`src/rtl/score_wb_dma.sv`:
```
// score_wb_dma: write-back DMA for attention result rows.
//
// Accepts one wide result row per row_valid/row_ready handshake. Each row is
// split into W = ROW_ELEMS*CIM_DATA_WIDTH/BUS_DATA_WIDTH bus words, most
// significant word first, and each word is written to consecutive word
// addresses starting at base_address. After row_count rows the block pulses
// done_wb_dma for one cycle and returns to idle.
//
// Ports:
//   clk, rst          clock; asynchronous active-low reset
//   en_wb_dma         start request (level, sampled only in IDLE)
//   base_address      byte address of the first word (sampled at start)
//   row_count         number of rows to write (sampled at start)
//   row_data/valid    incoming result row; row_ready is the accept side
//   row_index         row currently expected or being written
//   mem_addr, mem_data_wr, mem_wr_en, mem_ack   memory write bus
//   done_wb_dma       one-cycle completion pulse
//   stall_cycles      (optional) cycles with mem_wr_en=1 and mem_ack=0
//
// Optional feature: define SCORE_WB_STALL_CNT_EN to add the stall_cycles
// counter output. Without it the port and counter do not exist.
module score_wb_dma #(
  parameter int CIM_DATA_WIDTH = 8,
  parameter int BUS_DATA_WIDTH = 32,
  parameter int BUS_ADDR_WIDTH = 32,
  parameter int ROW_ELEMS      = 128,
  parameter int SEQ_LENGTH_BIT = 11
) (
  input  logic                                clk,
  input  logic                                rst,
  input  logic                                en_wb_dma,
  input  logic [BUS_ADDR_WIDTH-1:0]           base_address,
  input  logic [SEQ_LENGTH_BIT:0]             row_count,
  input  logic [CIM_DATA_WIDTH*ROW_ELEMS-1:0] row_data,
  input  logic                                row_valid,
  output logic                                row_ready,
  output logic [SEQ_LENGTH_BIT-1:0]           row_index,
  output logic [BUS_DATA_WIDTH-1:0]           mem_data_wr,
  output logic [BUS_ADDR_WIDTH-1:0]           mem_addr,
  output logic                                mem_wr_en,
  input  logic                                mem_ack,
`ifdef SCORE_WB_STALL_CNT_EN
  output logic [31:0]                         stall_cycles,
`endif
  output logic                                done_wb_dma
);

  localparam int ROW_BITS = CIM_DATA_WIDTH * ROW_ELEMS;
  localparam int WORDS    = ROW_BITS / BUS_DATA_WIDTH;
  localparam int WCW      = (WORDS > 1) ? $clog2(WORDS) : 1;
  localparam int RCW      = SEQ_LENGTH_BIT + 1;

  localparam logic [BUS_ADDR_WIDTH-1:0] ADDR_STEP = BUS_ADDR_WIDTH'(BUS_DATA_WIDTH / 8);
  localparam logic [WCW-1:0]            LAST_WORD = WCW'(WORDS - 1);

  typedef enum logic [1:0] {
    S_IDLE,
    S_WAIT_ROW,
    S_WRITE,
    S_DONE
  } state_e;

  state_e                      state_q, state_d;
  logic [ROW_BITS-1:0]         row_buf_q, row_buf_d;
  logic [WCW-1:0]              word_cnt_q, word_cnt_d;
  logic [RCW-1:0]              rows_left_q, rows_left_d;
  logic                        row_ready_q, row_ready_d;
  logic [SEQ_LENGTH_BIT-1:0]   row_index_q, row_index_d;
  logic [BUS_DATA_WIDTH-1:0]   mem_data_wr_q, mem_data_wr_d;
  logic [BUS_ADDR_WIDTH-1:0]   mem_addr_q, mem_addr_d;
  logic                        mem_wr_en_q, mem_wr_en_d;
  logic                        done_q, done_d;
  logic [ROW_BITS-1:0]         row_shifted;
`ifdef SCORE_WB_STALL_CNT_EN
  logic [31:0]                 stall_q, stall_d;
`endif

  // The row buffer shifts left one word per accepted write, so the word on
  // the bus is always taken from its top slice.
  assign row_shifted = row_buf_q << BUS_DATA_WIDTH;

  always_comb begin
    // NOTE: every signal gets a default before the case so that no path
    // leaves it unassigned, which would otherwise infer a latch.
    state_d       = state_q;
    row_buf_d     = row_buf_q;
    word_cnt_d    = word_cnt_q;
    rows_left_d   = rows_left_q;
    row_ready_d   = row_ready_q;
    row_index_d   = row_index_q;
    mem_data_wr_d = mem_data_wr_q;
    mem_addr_d    = mem_addr_q;
    mem_wr_en_d   = mem_wr_en_q;
    done_d        = 1'b0;
`ifdef SCORE_WB_STALL_CNT_EN
    stall_d       = stall_q;
`endif

    unique case (state_q)
      S_IDLE: begin
        if (en_wb_dma) begin
          // mem_addr_q doubles as the running address register.
          mem_addr_d  = base_address;
          rows_left_d = row_count;
          row_index_d = '0;
          word_cnt_d  = '0;
`ifdef SCORE_WB_STALL_CNT_EN
          stall_d     = '0;
`endif
          if (row_count == '0) begin
            state_d = S_DONE;
            done_d  = 1'b1;
          end else begin
            state_d     = S_WAIT_ROW;
            row_ready_d = 1'b1;
          end
        end
      end

      S_WAIT_ROW: begin
        if (row_valid && row_ready_q) begin
          row_buf_d     = row_data;
          mem_data_wr_d = row_data[ROW_BITS-1 -: BUS_DATA_WIDTH];
          row_ready_d   = 1'b0;
          mem_wr_en_d   = 1'b1;
          state_d       = S_WRITE;
        end
      end

      S_WRITE: begin
`ifdef SCORE_WB_STALL_CNT_EN
        if (!mem_ack && (stall_q != '1)) begin
          stall_d = stall_q + 32'd1;
        end
`endif
        if (mem_ack) begin
          // The address keeps running across rows, giving
          // base + step*(row_index*W + k) without a multiplier.
          mem_addr_d    = mem_addr_q + ADDR_STEP;
          row_buf_d     = row_shifted;
          mem_data_wr_d = row_shifted[ROW_BITS-1 -: BUS_DATA_WIDTH];
          word_cnt_d    = word_cnt_q + WCW'(1);
          if (word_cnt_q == LAST_WORD) begin
            word_cnt_d  = '0;
            mem_wr_en_d = 1'b0;
            if (rows_left_q == RCW'(1)) begin
              state_d = S_DONE;
              done_d  = 1'b1;
            end else begin
              rows_left_d = rows_left_q - RCW'(1);
              row_index_d = row_index_q + SEQ_LENGTH_BIT'(1);
              row_ready_d = 1'b1;
              state_d     = S_WAIT_ROW;
            end
          end
        end
      end

      S_DONE: begin
        state_d = S_IDLE;
      end

      default: begin
        state_d = S_IDLE;
      end
    endcase
  end

  // NOTE: sequential state uses non-blocking assignments only, so every flop
  // samples the values computed before the edge regardless of block order.
  // NOTE: the row buffer is a plain register bank, not RAM, so it is cleared
  // on reset together with the counters.
  always_ff @(posedge clk or negedge rst) begin
    if (!rst) begin
      state_q       <= S_IDLE;
      row_buf_q     <= '0;
      word_cnt_q    <= '0;
      rows_left_q   <= '0;
      row_ready_q   <= 1'b0;
      row_index_q   <= '0;
      mem_data_wr_q <= '0;
      mem_addr_q    <= '0;
      mem_wr_en_q   <= 1'b0;
      done_q        <= 1'b0;
`ifdef SCORE_WB_STALL_CNT_EN
      stall_q       <= '0;
`endif
    end else begin
      state_q       <= state_d;
      row_buf_q     <= row_buf_d;
      word_cnt_q    <= word_cnt_d;
      rows_left_q   <= rows_left_d;
      row_ready_q   <= row_ready_d;
      row_index_q   <= row_index_d;
      mem_data_wr_q <= mem_data_wr_d;
      mem_addr_q    <= mem_addr_d;
      mem_wr_en_q   <= mem_wr_en_d;
      done_q        <= done_d;
`ifdef SCORE_WB_STALL_CNT_EN
      stall_q       <= stall_d;
`endif
    end
  end

  assign row_ready   = row_ready_q;
  assign row_index   = row_index_q;
  assign mem_data_wr = mem_data_wr_q;
  assign mem_addr    = mem_addr_q;
  assign mem_wr_en   = mem_wr_en_q;
  assign done_wb_dma = done_q;
`ifdef SCORE_WB_STALL_CNT_EN
  assign stall_cycles = stall_q;
`endif

endmodule
```
`config.mk`:
```
export PLATFORM = sky130hd
export DESIGN_NAME = score_wb_dma
export DESIGN_NICKNAME = d
export VERILOG_FILES = /design/src/rtl/score_wb_dma.sv
export SDC_FILE = /design/constraint.sdc
export NUM_CORES = 2
export LEC_CHECK = 0
export ABC_CLOCK_PERIOD_IN_PS = 4470
export CORE_AREA = 4 4 451 453
export CTS_CLUSTER_DIAMETER = 200
export DETAILED_ROUTE_END_ITERATION = 10
export DIE_AREA = 0 0 455 457
export GPL_ROUTABILITY_DRIVEN = 0
export HOLD_SLACK_MARGIN = 0.06
export SETUP_SLACK_MARGIN = 0.3
export SLEW_MARGIN = 20
export SYNTH_ARGS = -nofsm -noshare
export SYNTH_HDL_FRONTEND = slang
export SYNTH_SLANG_ARGS = --single-unit
export TNS_END_PERCENT = 100
```
`constraint.sdc`:
```
create_clock -name clk -period 4.47 [get_ports clk]
set_clock_uncertainty 0.2 [all_clocks]
set_input_delay 0.6705 -clock clk [delete_from_list [all_inputs] [get_ports clk]]
set_output_delay 0.6705 -clock clk [all_outputs]
set_load 0.02 [all_outputs]
```
==> out/results.tsv <==
metric	value	unit
status	finished, final reports clean	
period_share	75.41	%
gr-total-overflow	0	
cts-buffers-inserted	136	
ys_types	58	
ys.warnings.count	0	
die_h	457	um
p_leak	0.02829	uW
grt_util_met1	24.21	%
drt_iter0_drc	3443	
grt_pass1_wl	295000	um
slew_headroom	6.655	%
crit_arrival	3.82	ns
dr.pass1.iters	6	
ir_worst_vdd	0.0005096	V
rows	164	
ff2ff_setup_slack	1.10	ns
grt_use_met2	32.23	%
fmax	296.7	MHz
clock_latency	0.79	ns
criticalPathCategory	reg -> reg	
track_usage	19.68	%
final_cell_area	69170	um^2
grt.busiest_layer	met2	
start_util	25.40	%
synth_edf_count	0	
setup-violations-final	0	
drv_slew	0	
finalCriticalPeriod	3.371	ns
finalWorstSetupSlack	1.099	ns
port_buffers	1150	
cts_resized	0	
grt.met3_usage	5.857	%
grt_max_degree	163	
timing.final.hold_violations	0	
viasPerCell	4.633	
htreeDepth	4	
hold_path.class	in -> reg	
synthCells	4835	
seq_area	27250	um^2
syn-num-nets	5917	
fin_nets	6941	
cp.required	4.92	ns
seq_area_frac_synth	53.84	%
wire_per_inst	24.32	um
syn_avg_cell_area	10.47	um^2
cts_num_sinks	1089	
startpoint_type	flip-flop	
multiInputGateArea	21110	um^2
synthArstFlopShare	100.0	%
final_cell_mix	clkdlybuf4s50_1, dfrtp_1, nand2_1	
drt-total-wl	211400	um
final_antenna_net_count	0	
synth_area	50620	um^2
cellPowerDensity	716.3	nW/um^2
rsz0062_at_grt	no	
antenna_found_initial	119	
dpl-instance-area	64480	um^2
cap_violations	0	
yosys_most_used_dff	dfrtp_1	
placeableCoreArea	199200	um^2
grt_pass1_vias	39970	
endpoint_kind	flip-flop	
final_common_cell	clkdlybuf4s50_1	
area_growth	36.65	%
drive_gt1_share	5.285	%
tightest_slew	1.400	ns
cts.path.max_buffers	3	
fin_tns_setup	0	ns
post-route-drc-count	0	
clockRootBuffer	clkbuf_16	
num_vias	40260	
die_w	455	um
cp_max_fo	59	
pre_cts_slack	1.219	ns
cts_tree	built	
die_area	207900	um^2
clkTransAtPathRegs	0.06	ns
num-fill-cells	20030	
synth_seq_cells	1089	
io_pins	1151	
place_hpwl	166200	um
## power by group
group          total [uW]  switching (uW)  internal, uW
clock network       11100            4670          6410
logic               19900           11700          8210
registers           18600            3720         14800
## cell families (layout without fill, tap and decap cells)
kind of cell / after synthesis / after routing / synth area share (%)
flops: 1089 / 1089 / 53.84
mux: 1005 / 1005 / 19.87
compound gates: 1146 / 1146 / 11.87
other cells: 0 / 74 / 0
fa+ha+maj: 9 / 9 / 0.2225
simple gates: 1206 / 1206 / 9.623
buf+inv: 375 / 1500 / 4.487
xor+xnor: 5 / 5 / 0.08651
## cell usage after synthesis, types with 5 or more instances
| master | n | share of area (%) |
|---|---|---|
| nand4_1 | 8 | 0.099 |
| dfrtp_1 | 1089 | 54 |
| a22o_1 | 34 | 0.59 |
| inv_1 | 8 | 0.059 |
| a311oi_1 | 6 | 0.10 |
| nor2_1 | 36 | 0.27 |
| buf_4 | 13 | 0.19 |
| a21oi_1 | 32 | 0.32 |
| buf_2 | 39 | 0.39 |
| ha_1 | 9 | 0.22 |
| buf_1 | 15 | 0.11 |
| o22ai_1 | 20 | 0.25 |
| nor4_1 | 7 | 0.087 |
| buf_6 | 102 | 2.3 |
| mux2i_1 | 1005 | 20 |
| or3_1 | 13 | 0.16 |
| nor3_1 | 15 | 0.15 |
| o21ai_0 | 17 | 0.17 |
| and4_1 | 5 | 0.087 |
| nand3_1 | 32 | 0.32 |
| and3_1 | 26 | 0.32 |
| nand2_1 | 1037 | 7.7 |
| clkbuf_1 | 197 | 1.5 |
| o21ai_1 | 1012 | 10 |
## worst max-delay path: stages, from the launching register on
cell	delay [ns]
dfrtp_1	0.41
inv_1	0.15
ha_4	0.39
buf_12	0.35
buf_4	0.59
mux2i_1	0.58
buf_4	0.25
o21ai_1	0.06
## state kept, by name (all words and copies together) (netlist names)
| name | count |
|---|---|
| row_buf_q | 992 |
| done_wb_dma | 1 |
| rows_left_q | 12 |
| row_ready | 1 |
| mem_addr | 32 |
| row_index | 11 |
| word_cnt_q | 5 |
| state_q | 2 |
| mem_data_wr | 32 |
| mem_wr_en | 1 |
## metrics by stage
step                      hold WS, ns  util (%)  power [uW]  instances
after global placement         0.2599     32.36       38220       8376
after CTS                      0.1386     34.62       50180       8616
after global routing           0.1681     34.69       53230       8668
final                          0.2313     34.71       49540       8690
after detailed placement       0.2748     32.36       38890       8376
after floorplan                0.1749         -       32570       4835
## metal layers
metal | wire [um] | vias up | part of all wire [%]
met3 | 16080 | 343 | 7.6
met2 | 102000 | 1373 | 48
li1 | - | 18990 | -
met5 | 310 | - | 0.15
met4 | 6552 | 52 | 3.1
met1 | 86440 | 19510 | 41
## path summary, 6_finish.rpt
kind                                 startpoint        endpoint  cells past startpoint
worst max-delay path                 state_q[0]  row_buf_q[730]                      7
worst min-delay path            base_address[1]     mem_addr[1]                      3
worst max register to register       state_q[0]  row_buf_q[730]                      7
worst min register to register   row_buf_q[210]  row_buf_q[210]                      2
max in group asynchronous                   rst  row_buf_q[629]                      4
min in group asynchronous                   rst  row_buf_q[773]                      2
## cell type report
cell class | count | area share [%]
Sequential cell | 1089 | 39.40
Multi-Input combinational cell | 3371 | 30.52
Timing Repair Buffer | 1252 | 18.47
Clock buffer | 202 | 5.747
Tap cell | 2656 | 4.805
Clock inverter | 37 | 0.7417
Antenna cell | 74 | 0.2677
Inverter | 9 | 0.04884
## repair_timing
| item | in CTS | in global routing |
|---|---|---|
| endpoints found under the hold margin | 59 | 0 |
| buffers inserted | 0 | 0 |
| hold buffers | 1 | 0 |
| endpoints found under the setup margin | 0 | 0 |
Note: power is estimated with default switching activity, not from simulation.
